$ cat config.mk
export PLATFORM = sky130hd
export DESIGN_NAME = mult_sequencer
export DESIGN_NICKNAME = d
export VERILOG_FILES = /design/src/rtl/mult_sequencer.sv
export SDC_FILE = /design/constraint.sdc
export NUM_CORES = 1
export LEC_CHECK = 0
export BUFFER_PORTS_ARGS = -buffer_cell sky130_fd_sc_hd__buf_2
export CAP_MARGIN = 20
export CELL_PAD_IN_SITES_DETAIL_PLACEMENT = 0
export CELL_PAD_IN_SITES_GLOBAL_PLACEMENT = 2
export CORE_MARGIN = 1.5
export CORE_UTILIZATION = 28
export DETAILED_ROUTE_END_ITERATION = 16
export HOLD_SLACK_MARGIN = 0.06
export PLACE_DENSITY = 0.75
export SETUP_SLACK_MARGIN = 0.2
export SYNTH_ARGS = -nofsm -noshare
export SYNTH_HDL_FRONTEND = slang
export SYNTH_SLANG_ARGS = --single-unit
$ cat constraint.sdc
create_clock -name clk -period 3.7 [get_ports clk]
set_input_delay 0.185 -clock clk [delete_from_list [all_inputs] [get_ports clk]]
set_output_delay 0.185 -clock clk [all_outputs]
set_load 0.01 [all_outputs]
$ cat src/rtl/mult_sequencer.sv
// mult_sequencer: shift-and-add 32-bit unsigned multiplier controller that
// borrows the execute-stage ALU to compute the low word of op_a * op_b.
//
// Ports:
//   clk, reset        - rising-edge clock, asynchronous active-high reset
//   start             - request, only sampled while idle
//   op_a, op_b        - multiplicand / multiplier, captured on accepted start
//   alu_result        - combinational result from the shared ALU
//   alu_op/a/b        - operation and operands driven to the shared ALU
//   alu_grant         - high while this block owns the ALU (ADD/SHIFT)
//   busy              - high in every state except IDLE
//   done              - one-cycle pulse, product valid
//   product           - registered result, held until the next accepted start
module mult_sequencer (
    input  logic        clk,
    input  logic        reset,
    input  logic        start,
    input  logic [31:0] op_a,
    input  logic [31:0] op_b,
    input  logic [31:0] alu_result,
    output logic [3:0]  alu_op,
    output logic [31:0] alu_a,
    output logic [31:0] alu_b,
    output logic        alu_grant,
    output logic        busy,
    output logic        done,
    output logic [31:0] product
);

    localparam logic [3:0] OP_ADD  = 4'b0011;
    localparam logic [3:0] OP_SLL  = 4'b1000;
    localparam logic [3:0] OP_IDLE = 4'b0000;

    typedef enum logic [1:0] {
        IDLE,
        ADD,
        SHIFT,
        DONE
    } state_t;

    state_t      state;
    state_t      nxt;
    logic [31:0] m;
    logic [31:0] q;
    logic [31:0] p;

    assign product = p;

    // Next-state decision. In SHIFT the decision looks at the multiplier as
    // it will be after this cycle's shift (Q[31:1] / Q[1]).
    always_comb begin
        nxt = state;
        unique case (state)
            IDLE: begin
                if (start) begin
                    if (op_b == 32'd0)
                        nxt = DONE;
                    else if (op_b[0])
                        nxt = ADD;
                    else
                        nxt = SHIFT;
                end
            end
            ADD: nxt = SHIFT;
            SHIFT: begin
                if (q[31:1] == 31'd0)
                    nxt = DONE;
                else if (q[1])
                    nxt = ADD;
                else
                    nxt = SHIFT;
            end
            DONE: nxt = IDLE;
            default: nxt = IDLE;
        endcase
    end

    // Datapath and registered status outputs, decoded from the next state
    // so they line up with the state register.
    always_ff @(posedge clk or posedge reset) begin
        if (reset) begin
            state     <= IDLE;
            m         <= 32'd0;
            q         <= 32'd0;
            p         <= 32'd0;
            busy      <= 1'b0;
            done      <= 1'b0;
            alu_grant <= 1'b0;
        end else begin
            unique case (state)
                IDLE: begin
                    if (start) begin
                        m <= op_a;
                        q <= op_b;
                        p <= 32'd0;
                    end
                end
                ADD: p <= alu_result;
                SHIFT: begin
                    m <= alu_result;
                    q <= q >> 1;
                end
                DONE: ;
                default: ;
            endcase
            state     <= nxt;
            busy      <= (nxt != IDLE);
            done      <= (nxt == DONE);
            alu_grant <= (nxt == ADD) || (nxt == SHIFT);
        end
    end

    // ALU request mux; operands are zero whenever the ALU is not owned.
    always_comb begin
        alu_op = OP_IDLE;
        alu_a  = 32'd0;
        alu_b  = 32'd0;
        unique case (state)
            ADD: begin
                alu_op = OP_ADD;
                alu_a  = p;
                alu_b  = m;
            end
            SHIFT: begin
                alu_op = OP_SLL;
                alu_a  = m;
                alu_b  = 32'd1;
            end
            default: ;
        endcase
    end

endmodule

==> results of run 1 <==
## where the power goes
| group | internal [mW] | switching [mW] |
|---|---|---|
| Combinational | 1.08 | 1.57 |
| Sequential | 1.61 | 0.415 |
| Clock | 0.511 | 0.407 |
## flip-flops by register name, indices dropped and copies added, names as in the netlist
register,flops
q,31
busy,1
m,32
done,1
product,32
state,2
alu_grant,1
## cell usage in the layout (no fill, tap or decap)
cell type | Yosys | routed
ha_1 | 5 | 3
nor3_1 | 1 | 1
nor2_1 | 1 | 1
inv_1 | 6 | 5
nand2_1 | 128 | 128
nor2b_1 | 34 | 34
o21ai_0 | 81 | 81
inv_4 | 0 | 1
a21oi_1 | 3 | 3
o21ai_1 | 15 | 15
nand4_1 | 4 | 4
dfrtp_1 | 100 | 100
nor4_1 | 15 | 15
mux2i_1 | 63 | 63
clkbuf_16 | 0 | 9
buf_4 | 12 | 8
clkinvlp_4 | 0 | 2
a21oi_4 | 1 | 1
conb_1 | 1 | 1
a22oi_1 | 32 | 32
ha_4 | 0 | 2
o22ai_1 | 1 | 1
a32o_1 | 1 | 1
clkbuf_8 | 0 | 3
buf_2 | 12 | 200
clkbuf_1 | 16 | 1
clkinv_2 | 0 | 1
dlygate4sd3_1 | 0 | 1
a32oi_1 | 1 | 1
nor2b_4 | 1 | 1
and2_1 | 31 | 31
mux2_2 | 1 | 1
mux2i_4 | 1 | 1
a31oi_1 | 1 | 1
## synthesized netlist by cell type
cell type | number | area (um^2)
inv_1 | 6 | 22.5
nor3_1 | 1 | 5.00
mux2_2 | 1 | 11.3
mux2i_1 | 63 | 631
a21oi_1 | 3 | 15.0
and2_1 | 31 | 194
mux2i_4 | 1 | 22.5
ha_1 | 5 | 62.6
clkbuf_4 | 2 | 15.0
nand4_1 | 4 | 25.0
buf_1 | 3 | 11.3
a31oi_1 | 1 | 6.26
dfrtp_1 | 100 | 2500
a32oi_1 | 1 | 8.76
a22oi_1 | 32 | 240
o21ai_0 | 81 | 405
o22ai_1 | 1 | 6.26
nor2b_4 | 1 | 13.8
a32o_1 | 1 | 10.0
nand2_1 | 128 | 480
buf_4 | 12 | 90.1
clkbuf_1 | 16 | 60.1
nor2_1 | 1 | 3.75
buf_2 | 12 | 60.1
clkbuf_2 | 2 | 10.0
o21ai_1 | 15 | 75.1
nor2b_1 | 34 | 213
a21oi_4 | 1 | 16.3
nor4_1 | 15 | 93.8
conb_1 | 1 | 3.75
## per-layer routing
layer	vias up	global-route usage [%]	share of wire (%)
met5	-	0	0.085
met4	2	6.36	2.1
met3	21	2.92	5.4
met2	151	24.9	45
met1	2159	21.0	47
li1	2318	-	-
## kinds of logic (layout without fill, tap and decap cells)
group                    count (synthesis)  after routing  synth area share, %
AO/OA/AOI/OAI                          136            136                 14.7
adder cells (fa/ha/maj)                  5              5                 1.18
buffers and inverters                   53            231                 5.06
flip-flops                             100            100                 47.1
multiplexers                            65             65                 12.5
other                                    1              1               0.0706
AND/OR/NAND/NOR                        215            215                 19.4
## timing repair
item	4_1_cts	5_1_grt
endpoints found under the hold margin	37	0
resized for setup	0	0
hold buffers	1	0
## layout make-up
class	instances	area [um^2]
timing repair buffer	209	1070
clock buffer	13	270
fill	2002	11900
tap	234	293
multi-input combinational	422	2570
inverter	6	25.0
sequential	100	2500
clock inverter	3	20.0
## critical path, cell delays in order (launching register included)
cell	delay, ns
dfrtp_1	0.41
inv_1	0.15
ha_4	0.48
buf_4	0.54
a22oi_1	0.17
nor2b_1	0.17
buf_2	0.15
## worst paths after layout
kind,from,to,slack [ns]
hold / removal,alu_result[4],product[4]$_DFFE_PP0P_,0.10
hold reg to reg,m[10]$_DFFE_PP0P_,m[10]$_DFFE_PP0P_,0.50
max in group asynchronous,reset,m[15]$_DFFE_PP0P_,2.42
setup / recovery,state[0]$_DFF_PP0_,alu_a[7],1.08
min in group asynchronous,reset,m[24]$_DFFE_PP0P_,0.43
setup reg to reg,state[0]$_DFF_PP0_,product[13]$_DFFE_PP0P_,1.15
==> impl_metrics.tcl, run 1 <==
set metrics [dict create \
    outcome "finished, final reports clean" \
    path_max_fanout 39 \
    path_clk_slew_ns 0.07 \
    core_um2 18600 \
    ant_nets 0 \
    cp-end-kind "output port" \
    fin_area_um2 6750 \
    area_growth_pct 27.0 \
    row_count 50 \
    critical_path_class "reg -> out" \
    clock_sinks 100 \
    ir_drop_v 0.000327 \
    ys_ff_latch 100 \
    cts_buffers 9 \
    die_area_um2 19800 \
    start_util_pct 28.5 \
    synth_cells 575 \
    placed_cell_area_um2 6450 \
    worst-slew-pin-transition_ns 1.02 \
    grt_pass1_wl_mm 24.7 \
    rsz0062_at_grt "no" \
    setup_viol 0 \
    crit_arrival_ns 2.44 \
    power.total_mw 5.60 \
    r2r_cells 5 \
    p_per_area_nw_per_um2 829 \
    routedWlPerCell_um 15.5 \
    yosysWarningCount 0 \
    ios 202 \
    synth-seq-area-share_pct 47.1 \
    fin_ws_ns 1.08 \
    firstDrtPassIters 6 \
    cts_tree "done" \
    die_x_um 141 \
    n_antenna_cell 0 \
    post-route-util_pct 36.2 \
    setup_tns_ns 0 \
    htreeDepth 3 \
    wl_mm 15.3 \
    cts-root-buf "clkbuf_16" \
    place_congestion 0.773 \
    power.leakage_nw 3.24 \
    nNetsFinal 852 \
    dp.cells 970 \
    port_buffers 200 \
    hold_class "in -> reg" \
    worstPathRequired_ns 3.51 \
    first_iter_violations 210 \
    max_slew_margin_pct 31.9 \
    place_hpwl_mm 11.2 \
    drv_cap 0 \
    fin_skew_ns 0.00756 \
    report.final.slew_viol_count 0 \
    grt_max_degree 101 \
    first_global_vias 4676 \
    pre_cts_slack_ns 1.13 \
    synth_cell_types 30 \
    post_cts_buffers 0 \
    hold-path-cell-count 3 \
    grtUsageTotal_pct 15.7 \
    clkLatencyLatePin_ns 0.34 \
    mappedNetlistNets 679 \
    vias_per_cell 4.71 \
    finalHoldViolations 0 \
    min_period_ns 2.62 \
    cp-start-kind "flop" \
    holdWs_ns 0.104 \
    overflow 0 \
    fin_cells 987 \
    period_share_pct 70.9 \
    drc 0 \
    syn-cell-area_um2 5310 \
    vias 4651 \
    cts_buffer_depth 2 \
    antenna_found_initial 1 \
    clock.fmax_ghz 0.381 \
    syn_area_per_cell_um2 9.24 \
    final_layout_size_suffix_gt1_share_pct 30.5 \
    die_y_um 141 \
]
Note: power is estimated with default switching activity, not from simulation.
==> run 2, diff against run 1 <==
Settings changed: CORE_UTILIZATION 28 to 26, PLACE_DENSITY 0.75 to 0.73.
Clock period 3.7 ns to 2.4 ns, I/O delays scaled along.
==> run 2 against run 1 <==
  * Critical path depth did not move
  * Via count is 3.9% higher
  * Sequential share of layout area is 2.8 points lower
  * Die area grew 7.5%
  * Power grew 61%
  * Core utilization about the same
  * Sequential power increased by 53%
  * Critical path type unchanged
  * Critical endpoint is now alu_a[4]
==> impl_metrics.tcl, run 2 (synthesis results as in run 1) <==
set metrics [dict create \
    outcome "finished, final reports clean" \
    wl_mm 15.6 \
    r2r_cells 6 \
    multi_input_area_um2 2570 \
    report.final.slew_viol_count 0 \
    routedWlPerCell_um 14.7 \
    combPwrFrac_pct 49.1 \
    row_count 52 \
    overflow 0 \
    r2r_slack_ns 0.54 \
    grt_max_degree 101 \
    timing.rr.end "alu_grant$_DFF_PP0_" \
    most-common-layout-cells "buf_2 (200), nand2_1 (128), dfrtp_1 (100)" \
    fin_skew_ns 0.00872 \
    cts_buffers 9 \
    place_congestion 0.758 \
    final_common_cell "buf_2" \
    ir_drop_v 0.000588 \
    first_iter_violations 214 \
    slowest_delay_ns 0.42 \
    setup_viol 0 \
    min_period_ns 2.04 \
    power.leakage_nw 3.45 \
    cp-end-kind "output port" \
    path_clk_slew_ns 0.07 \
    port_buffers 200 \
    antenna_found_initial 1 \
    fillers 2150 \
    rsz0062_at_grt "no" \
    worstPathRequired_ns 2.28 \
    drv_cap 0 \
    vias 4831 \
    hold_class "in -> reg" \
    power.switching_mw 3.78 \
    die_y_um 146 \
    vias_per_cell 4.54 \
    n_antenna_cell 0 \
    crit_arrival_ns 1.92 \
    period_share_pct 84.9 \
    cp-start-kind "flop" \
    placed_cell_area_um2 6600 \
    firstDrtPassIters 4 \
    p_per_area_nw_per_um2 1240 \
    core_um2 20200 \
    finalHoldViolations 0 \
    final_layout_size_suffix_gt1_share_pct 29.8 \
    area_growth_pct 37.3 \
    die_x_um 146 \
    critical_path_class "reg -> out" \
    path_max_fanout 21 \
    first_global_vias 4955 \
    nNetsFinal 892 \
    p_sw_share_pct 41.9 \
    max_slew_margin_pct 59.0 \
    cp_slowest_cell "dfrtp_1" \
    ant_nets 0 \
    clock.fmax_ghz 0.491 \
    grt_pass1_wl_mm 25.4 \
    grtUsageTotal_pct 14.7 \
    clkLatencyLatePin_ns 0.34 \
    ios 202 \
    p_clk_share_pct 16.4 \
    worst-slew-pin-transition_ns 0.615 \
    cts_buffer_depth 2 \
    cp-startpoint "state[1]$_DFF_PP0_" \
    power.total_mw 9.01 \
    die_area_um2 21300 \
    holdWs_ns 0.0758 \
    crit_chain "inv_1 -> ha_4 -> buf_4 -> a22oi_1 -> nor2b_1 -> buf_2" \
    fin_area_um2 7300 \
    htreeDepth 3 \
    clock_sinks 100 \
    setup_tns_ns 0 \
    start_util_pct 26.3 \
    intPower_mw 5.23 \
    r2r-start "state[1]$_DFF_PP0_" \
    cts_tree "done" \
    cts-root-buf "clkbuf_16" \
    drc 0 \
    seq_power_share_pct 34.5 \
    crit_end "alu_a[4]" \
    place_hpwl_mm 11.0 \
    final-seq-area_um2 2500 \
]
## run 2: cell types whose count changed in the layout (fill, tap and decap cells not counted), sizes merged
| cell | before | now |
|---|---|---|
| clkbuf | 13 | 12 |
| dlygate4sd3 | 1 | 36 |
| clkinv | 1 | 4 |
| bufinv | 0 | 1 |
| buf | 208 | 212 |
| inv | 6 | 5 |
| clkinvlp | 2 | 1 |
## run 2: area by class of cell
class | instances | share of cell area [%]
multi-input combinational | 422 | 35.2
clock buffer | 11 | 3.33
sequential | 100 | 34.3
timing repair buffer | 249 | 21.3
clock inverter | 5 | 0.840
tap | 270 | 4.63
inverter | 6 | 0.360
## run 2: metal layers
| metal | wire length [um] | GRT usage (%) | vias to the layer above |
|---|---|---|---|
| met3 | 915 | 3.01 | 23 |
| met2 | 7150 | 24.0 | 156 |
| met4 | 312 | 5.00 | 2 |
| li1 | - | - | 2406 |
| met1 | 7190 | 19.5 | 2244 |
| met5 | 7 | 0 | - |
## run 2: per-stage QoR
step	utilization [%]	setup slack [ns]	std cells
5_1_grt	36.2	0.233	1063
2_1_floorplan	-	0.543	575
3_3_place_gp	32.7	0.565	1010
4_1_cts	36.0	0.218	1062
3_5_place_dp	32.7	0.481	1010
6_report	36.2	0.363	1063
## run 2: power groups by stage
stage          Combinational [mW]  Clock, mW  Sequential (mW)
2_1_floorplan                2.94          0             3.06
3_3_place_gp                 4.32          0             3.11
3_5_place_dp                 4.43          0             3.15
4_1_cts                      4.47       1.56             3.12
5_1_grt                      4.99       1.63             3.24
6_report                     4.43       1.48             3.11
## run 2: worst min path at each step
stage,from,to,cells past startpoint
floorplan,start,q[31]$_DFFE_PP0P_,1
global placement,reset,m[25]$_DFFE_PP0P_,3
detailed placement,reset,product[24]$_DFFE_PP0P_,3
CTS,op_a[3],m[3]$_DFFE_PP0P_,3
global route,op_b[2],q[2]$_DFFE_PP0P_,3
finish,op_a[10],m[10]$_DFFE_PP0P_,3
## run 2: critical path, delay by kind of cell, from the launching register on
family | cells | cell delay [ns]
buffers and inverters | 3 | 0.57
DFF | 1 | 0.42
adders and majority gates | 1 | 0.34
and+or+nand+nor | 1 | 0.14
AOI/OAI and AO/OA | 1 | 0.10
## run 2: repair_timing
item | in CTS | in global routing
endpoints found under the hold margin | 135 | 0
resized for setup | 0 | 2
hold buffers | 36 | 0
buffers inserted | 0 | 1
endpoints found under the setup margin | 0 | 27
